==> config.mk <==
export PLATFORM = sky130hd
export DESIGN_NAME = writeback_unit
export DESIGN_NICKNAME = d
export VERILOG_FILES = /design/src/rtl/rv_pkg.sv /design/src/rtl/wb_load_fifo.sv /design/src/rtl/writeback_unit.sv
export SDC_FILE = /design/constraint.sdc
export NUM_CORES = 1
export LEC_CHECK = 0
export CORE_ASPECT_RATIO = 1.25
export CORE_UTILIZATION = 31
export DETAILED_ROUTE_END_ITERATION = 8
export PLACE_DENSITY = 0.56
export SLEW_MARGIN = 20
export SYNTH_ARGS = -nofsm -noshare
export SYNTH_HDL_FRONTEND = slang
export SYNTH_SLANG_ARGS = --single-unit
==> constraint.sdc <==
create_clock -name clk -period 2.6 [get_ports clk]
set_input_delay 0.26 -clock clk [delete_from_list [all_inputs] [get_ports clk]]
set_output_delay 0.26 -clock clk [all_outputs]
set_load 0.01 [all_outputs]
==> src/rtl/rv_pkg.sv <==
// Shared register-file geometry and writeback source selection for the writeback path.
package rv_pkg;

    localparam int XLEN     = 32;
    localparam int RA_W     = 5;
    localparam int NUM_REGS = 32;

    typedef enum logic [1:0] {
        WB_NONE = 2'd0,
        WB_ALU  = 2'd1,
        WB_LD   = 2'd2
    } wb_sel_e;

    // x0 is hardwired to zero, so any result aimed at it is a no-op.
    function automatic logic rd_is_live(input logic [RA_W-1:0] rd);
        return (rd != '0);
    endfunction

endpackage

==> src/rtl/wb_load_fifo.sv <==
// Small synchronous FIFO holding load results until the register-file write port is free.
module wb_load_fifo #(
    parameter int DATA_W = 37,
    parameter int DEPTH  = 2
) (
    input  logic              clk,
    input  logic              rst_n,
    input  logic              push,
    input  logic [DATA_W-1:0] push_data,
    input  logic              pop,
    output logic [DATA_W-1:0] head,
    output logic              full,
    output logic              empty
);

    localparam int PTR_W = (DEPTH > 1) ? $clog2(DEPTH) : 1;
    localparam int CNT_W = PTR_W + 1;
    localparam logic [CNT_W-1:0] FULL_CNT = CNT_W'(DEPTH);

    logic [PTR_W-1:0]  wr_ptr_q, wr_ptr_d;
    logic [PTR_W-1:0]  rd_ptr_q, rd_ptr_d;
    logic [CNT_W-1:0]  count_q, count_d;
    logic [DATA_W-1:0] mem_q [DEPTH];
    logic [DATA_W-1:0] mem_d [DEPTH];
    logic              do_push;
    logic              do_pop;

    assign full  = (count_q == FULL_CNT);
    assign empty = (count_q == '0);
    assign head  = mem_q[rd_ptr_q];

    always_comb begin
        do_push  = push & ~full;
        do_pop   = pop & ~empty;
        mem_d    = mem_q;
        wr_ptr_d = wr_ptr_q;
        rd_ptr_d = rd_ptr_q;
        // Power-of-two depth lets the pointers wrap by plain overflow.
        if (do_push) begin
            mem_d[wr_ptr_q] = push_data;
            wr_ptr_d        = wr_ptr_q + PTR_W'(1);
        end
        if (do_pop) begin
            rd_ptr_d = rd_ptr_q + PTR_W'(1);
        end
        count_d = count_q + CNT_W'(do_push) - CNT_W'(do_pop);
    end

    always_ff @(posedge clk) begin
        if (!rst_n) begin
            wr_ptr_q <= '0;
            rd_ptr_q <= '0;
            count_q  <= '0;
        end else begin
            wr_ptr_q <= wr_ptr_d;
            rd_ptr_q <= rd_ptr_d;
            count_q  <= count_d;
        end
    end

    always_ff @(posedge clk) begin
        mem_q <= mem_d;
    end

endmodule

==> src/rtl/writeback_unit.sv <==
// Drives the register-file write port from the ALU (priority) and a buffered load stream,
// and tracks outstanding loads for the hazard unit.
module writeback_unit #(
    parameter int XLEN     = rv_pkg::XLEN,
    parameter int RA_W     = rv_pkg::RA_W,
    parameter int LQ_DEPTH = 2
) (
    input  logic                 clk,
    input  logic                 rst_n,
    input  logic                 alu_valid,
    input  logic [RA_W-1:0]      alu_rd,
    input  logic [XLEN-1:0]      alu_data,
    input  logic                 ld_valid,
    output logic                 ld_ready,
    input  logic [RA_W-1:0]      ld_rd,
    input  logic [XLEN-1:0]      ld_data,
    input  logic                 ld_issue,
    input  logic [RA_W-1:0]      ld_issue_rd,
    output logic                 rf_we,
    output logic [RA_W-1:0]      rf_wa,
    output logic [XLEN-1:0]      rf_wd,
    output logic [2**RA_W-1:0]   pending_mask,
    output logic                 lq_full
);

    import rv_pkg::*;

    localparam int LQ_W = RA_W + XLEN;

    logic              fifo_push;
    logic              fifo_pop;
    logic              fifo_full;
    logic              fifo_empty;
    logic [LQ_W-1:0]   fifo_head;
    logic [RA_W-1:0]   head_rd;
    logic [XLEN-1:0]   head_data;
    wb_sel_e           sel;

    logic              rf_we_q, rf_we_d;
    logic [RA_W-1:0]   rf_wa_q, rf_wa_d;
    logic [XLEN-1:0]   rf_wd_q, rf_wd_d;
    logic [2**RA_W-1:0] pend_q, pend_d;

    wb_load_fifo #(
        .DATA_W (LQ_W),
        .DEPTH  (LQ_DEPTH)
    ) u_lq (
        .clk       (clk),
        .rst_n     (rst_n),
        .push      (fifo_push),
        .push_data ({ld_rd, ld_data}),
        .pop       (fifo_pop),
        .head      (fifo_head),
        .full      (fifo_full),
        .empty     (fifo_empty)
    );

    assign head_rd   = fifo_head[LQ_W-1:XLEN];
    assign head_data = fifo_head[XLEN-1:0];

    // Readiness ignores a same-cycle pop so the handshake never depends on arbitration.
    assign ld_ready = rst_n & ~fifo_full;
    assign lq_full  = fifo_full;

    always_comb begin
        fifo_push = ld_valid & ld_ready & rd_is_live(ld_rd);
        sel       = WB_NONE;
        if (alu_valid && rd_is_live(alu_rd)) begin
            sel = WB_ALU;
        end else if (!fifo_empty) begin
            sel = WB_LD;
        end
        fifo_pop = (sel == WB_LD);
    end

    always_comb begin
        rf_we_d = 1'b0;
        rf_wa_d = rf_wa_q;
        rf_wd_d = rf_wd_q;
        case (sel)
            WB_ALU: begin
                rf_we_d = 1'b1;
                rf_wa_d = alu_rd;
                rf_wd_d = alu_data;
            end
            WB_LD: begin
                rf_we_d = 1'b1;
                rf_wa_d = head_rd;
                rf_wd_d = head_data;
            end
            default: ;
        endcase
    end

    // Clear on pop first so a same-cycle issue to the same register keeps the bit set.
    always_comb begin
        pend_d = pend_q;
        if (fifo_pop) begin
            pend_d[head_rd] = 1'b0;
        end
        if (ld_issue && rd_is_live(ld_issue_rd)) begin
            pend_d[ld_issue_rd] = 1'b1;
        end
        pend_d[0] = 1'b0;
    end

    always_ff @(posedge clk) begin
        if (!rst_n) begin
            rf_we_q <= 1'b0;
            rf_wa_q <= '0;
            rf_wd_q <= '0;
            pend_q  <= '0;
        end else begin
            rf_we_q <= rf_we_d;
            rf_wa_q <= rf_wa_d;
            rf_wd_q <= rf_wd_d;
            pend_q  <= pend_d;
        end
    end

    assign rf_we        = rf_we_q;
    assign rf_wa        = rf_wa_q;
    assign rf_wd        = rf_wd_q;
    assign pending_mask = pend_q;

endmodule
==> run metrics, run 1 <==
Yosys reg bits=147; unrepaired setup endpoints after global routing=false; via count=between 4000 and 5000; CTS root buf=clkbuf_16; Pint=4.59 mW; CP cell instances=clkdlybuf4s50_1 -> or4_4 -> o21a_4 -> nor2_1 -> ha_1 -> inv_1 -> ha_1 -> xnor2_1 -> xnor2_1 -> and2_1; clk sinks=147; part of the power in combinational logic=between 20% and 30%; antenna cells=0; fmax=between 400 and 500 MHz; first-pass GRT wire length=25.9 mm; largest stage delay on the critical path=0.59 ns; worst slew pin tran=0.656 ns; gpl congestion=0.850; clock share of power=approximately 34%; Die H=160 um; Clock Latency Late Sink=0.42 ns; final core utilization=44.2%; worst flop-to-flop path startpoint=u_lq.count_q[1]; Flop pwr share=41.5%; CTS tree=built; VDD IR max=0.000428 V; Worst Path Max Fanout=3; Routed wire per std cell=16.3 um; starting density of the core=31.7%; largest net degree at the start of global routing=74; area grow syn2layout=39.6%; initial antenna violation count=0; antenna-violating nets left=0; Switching Share=30.0%; sequential element share of the synthesized area=59.8%; Ports=156; Cell Area, Synth=6160 um^2; area of the die=20500 um^2; clock buffer count from CTS=17; row cnt=57; gr ovfl total=0; share of layout cells above drive strength 1=8.66%; worst hold start=alu_data[20]; LEAKAGE=between 2 and 3 nW; Worst Setup SP=alu_rd[1]; placed cells=972; post-synth top area share=36.1%; Crit Path Class=in -> reg; fin cells=around 1000; vias in the first global route=4988; Setup crit end kind=register; CTS Buffer Depth=2; Area contributors post-synth=edfxtp_1 36%, dfxtp_1 24%, nand2_1 6.7%; Mapped Nets=roughly 660; DRT Wirelength=16.4 mm; CP arrival=2.42 ns; Worst path slowest cell=or4_4; CTS H-tree lvls=4; Setup violations, final=0; fin crit share=between 80% and 90%; Port Buf Inserts=154; First-pass DRT Iterations=4; dpl hpwl=~12 mm; initial drt markers=333; Post-DP Area=8060 um^2; P_sw=1.97 mW; Placeable Area=19500 um^2; post-CTS setup buffers=0; Slew Limit Fails=0; Min-Delay Path Class=in -> reg; setup TNS=0 ns; Gates resized, CTS repair=0; Final Cell Area=8610 um^2; clock skew=0.00885 ns; Synth Instances=575; Rel. slew slack=a little under three fifths; status=completed; DR DRC count=0; Avg Inst Size Synth=10.7 um^2; Final Hold Viols=0; average vias per placed instance=between 4 and 5; cell taking the most area after synthesis=edfxtp_1; GRT Total Usage=16.6%; CTS clk-pin slew, worst paths=~0.06 ns; Synth warnings=0; # nets final=812; crit start category=input pin; Max-cap violations=0; Horiz. Die Dim=128 um; most frequent cells in the layout=153 x clkdlybuf4s50_1, 110 x nand2_1, 74 x edfxtp_1; Yosys cell types=40; CP required=around 2.9 ns; # fillers=1831; most common cell after layout, fill and taps aside=clkdlybuf4s50_1; fin crit period=2.10 ns; hold buffer count at cts=0; Pwr Density=763 nW/um^2
worst max-delay path, delay by kind of cell:
kind / cells / cell delay (ns)
compound gates: 1 / 0.23
xor+xnor: 2 / 0.21
fa+ha+maj: 2 / 0.40
buf+inv: 2 / 0.50
simple gates: 3 / 0.84
path summary, 6_finish.rpt:
kind         depth (start not counted)               end  slack (ns)
max                                 10   u_lq.count_q[1]        0.50
min                                  3         rf_wd[20]        0.39
max reg2reg                          8   u_lq.count_q[1]        0.60
min reg2reg                          2  pending_mask[13]        0.56
power by group through the flow:
stage               clock network (mW)  logic (mW)  registers, mW
floorplan                            0       0.879           2.80
global placement                     0        1.59           2.77
detailed placement                   0        1.61           2.77
CTS                               2.32        1.61           2.72
global route                      2.41        1.74           2.74
finish                            2.26        1.58           2.72
flip-flops by register name, summed over array words and instances (netlist names):
name / count
pending_mask: 31
rf_wa: 5
rf_wd: 32
rf_we: 1
u_lq.count_q: 2
u_lq.mem_q: 74
u_lq.rd_ptr_q: 1
u_lq.wr_ptr_q: 1
synthesized netlist by cell type, drive strengths merged:
master	count
nor3b	1
a31oi	31
inv	5
conb	1
nor4b	1
nand2	110
mux2	1
or4b	1
and2	5
or3	1
dfxtp	73
nand2b	8
mux2i	37
nand4b	3
o21ai	33
nor4	1
o211ai	37
buf	13
nor3	4
a21boi	40
and3	2
clkbuf	27
o21a	1
nand4	1
or4	1
nand4bb	3
or2	3
nand3	1
edfxtp	74
a21o	1
nor2b	2
xnor2	2
nor2	49
ha	2
layout make-up:
| class | instances | area [um^2] | area share, % |
|---|---|---|---|
| flip-flops and latches | 147 | 3680 | 42.8 |
| multi-input cells | 383 | 2300 | 26.8 |
| repair buffers | 172 | 1720 | 20.0 |
| clock buffers | 17 | 425 | 4.94 |
| well taps | 265 | 332 | 3.85 |
| clock inverters | 15 | 120 | 1.40 |
| inverters | 5 | 18.8 | 0.218 |
cell families after synthesis:
logic type,Yosys count,synth area share (%)
simple gates,197,14.7
flops,147,59.8
compound gates,143,15.6
buf+inv,45,3.07
mux,38,6.19
fa+ha+maj,2,0.406
xor+xnor,2,0.284
other cells,1,0.0608
per-layer routing:
| layer | global-route usage, % | part of all wire [%] | vias up |
|---|---|---|---|
| li1 | - | - | 2364 |
| met5 | 0 | 0 | - |
| met2 | 27.6 | 47 | 177 |
| met1 | 20.0 | 43 | 2244 |
| met3 | 5.09 | 8.0 | 22 |
| met4 | 6.10 | 1.6 | 0 |
through the flow:
step	setup WS [ns]	total power, mW	hold WS (ns)
after floorplan	0.301	3.68	0.359
final	0.496	6.57	0.385
after global placement	0.120	4.36	0.536
after global routing	0.420	6.89	0.382
after CTS	0.506	6.65	0.367
after detailed placement	0.0561	4.38	0.541
Power figures use the tool's default switching activity.
==> inputs of run 2 (changes only) <==
- PLACE_DENSITY: 0.56 -> 0.58
- clock period: 2.6 -> 1.8 ns (I/O delays scaled with it)
==> run metrics, run 2 (same netlist as run 1, synthesis figures left out) <==
status=completed; fin crit share=97.5%; CTS tree=built; CTS root buf=clkbuf_16; most common cell after layout, fill and taps aside=clkdlybuf4s50_1; largest reg by FF count=u_lq.mem_q; max FFs per register=74; placed cells=990; Min-Delay Path Class=in -> reg; fin cells=1023; VDD IR max=0.000548 V; CTS H-tree lvls=4; DRT Wirelength=16.4 mm; initial antenna violation count=1; via count=4901; first-pass GRT wire length=26.3 mm; Pwr Density=1140 nW/um^2; Worst Path Max Fanout=2; Die H=160 um; vias in the first global route=4873; CTS clk-pin slew, worst paths=0.06 ns; average vias per placed instance=around 4.8; Placeable Area=between 15000 and 20000 um^2; Crit Path Class=in -> reg; CP required=2.10 ns; CTS Buffer Depth=2; gpl congestion=0.881; First-pass DRT Iterations=6; most frequent cells in the layout=147 x clkdlybuf4s50_1, 110 x nand2_1, 74 x edfxtp_1; antenna-violating nets left=0; initial drt markers=between 200 and 300; r2r setup slk=0.16 ns; crit start category=input pin; row cnt=57; Ports=156; dpl hpwl=approximately 12 mm; largest net degree at the start of global routing=between 40 and 50; clock buffer count from CTS=17; CP arrival=2.06 ns; worst slew pin tran=0.496 ns; Horiz. Die Dim=128 um; clk sinks=147; Port Buf Inserts=around 150; Clock Latency Late Sink=0.41 ns; gr ovfl total=0; Slew Limit Fails=0; share of layout cells above drive strength 1=11.5%; Setup crit end kind=register; Fin Hold WS=0.258 ns; area grow syn2layout=44.3%; Routed wire per std cell=between 15 and 20 um; starting density of the core=31.7%; Setup violations, final=0; post-CTS setup buffers=0; LEAKAGE=about 3.1 nW; Rel. slew slack=66.0%; GRT Total Usage=16.8%; Max-cap violations=0; fin crit period=1.75 ns; Final Hold Viols=0; fmax=570 MHz; clock skew=0.0103 ns; area of the die=20500 um^2; DR DRC count=0; unrepaired setup endpoints after global routing=false; # nets final=830
-- run 2: changes by cell type in the layout (fill, tap and decap cells not counted), sizes merged, moves of 2 or more --
cell | previous run | this run
bufinv | 0 | 4
buf | 19 | 37
clkdlybuf4s50 | 153 | 147
clkbuf | 17 | 20
clkinv | 6 | 4
inv | 12 | 8
dlygate4sd2 | 0 | 5
-- run 2: layout make-up --
type                    count  area, um^2
inverters                   5        22.5
fillers                  1782       10600
diodes                      1        2.50
multi-input cells         383        2310
clock buffers              20         457
repair buffers            190        1880
flip-flops and latches    147        3690
clock inverters            12         195
well taps                 265         332
-- run 2: power breakdown --
part           internal, mW  switching (mW)  leakage [nW]
Sequential             3.81           0.145          1.28
Clock                  2.43            1.40         0.319
Combinational          1.14            1.25          1.47
-- run 2: through the flow --
step / setup slack, ns / util, % / area (um^2) / total power [mW] / setup TNS (ns)
finish: 0.0459 / 45.7 / 8890 / 10.2 / 0
global route: 0.00447 / 45.7 / 8890 / 10.7 / 0
CTS: 0.0105 / 45.6 / 8890 / 10.3 / 0
detailed placement: -0.616 / 42.3 / 8230 / 6.43 / -28.44
global placement: -0.583 / 42.3 / 8230 / 6.41 / -25.90
floorplan: -0.368 / - / 6180 / 5.33 / -0.606
-- run 2: worst max-delay path, cell delays in order --
cell           delay (ns)
dlygate4sd2_1        0.25
or4_4                0.55
o21a_4               0.22
nor2_2               0.08
ha_1                 0.23
inv_1                0.06
ha_1                 0.15
xnor2_1              0.13
xnor2_1              0.07
and2_1               0.14
-- run 2: final timing paths --
path                     from                to  cells after the start
max                 alu_rd[1]   u_lq.count_q[1]                     10
min                 alu_rd[3]          rf_wa[3]                      3
max reg2reg   u_lq.count_q[1]  pending_mask[29]                      5
min reg2reg  pending_mask[16]  pending_mask[16]                      2
-- run 2: metal layers --
metal  part of all wire [%]  track usage [%]  vias up  wire length [um]
met2                     49             28.1      174              8020
li1                       -                -     2404                 -
met5                      0                0        -                 0
met4                   0.42             4.39        0                68
met1                     43             20.4     2319              7060
met3                    7.5             5.80        4              1220
-- run 2: repair_timing --
| item | 4_1_cts | 5_1_grt |
|---|---|---|
| hold buffers | 0 | 0 |
| endpoints found under the hold margin | 0 | 0 |
| pin swaps | 3 | 1 |
| setup endpoints to repair | 36 | 2 |
| gates resized for setup | 9 | 1 |
==> inputs of run 3 (changes only) <==
- ABC_AREA: default -> 0
- SKIP_LAST_GASP: default -> 1
==> results of run 3 <==
Same layout as run 2: the final DEF is identical, and so are final timing and power.
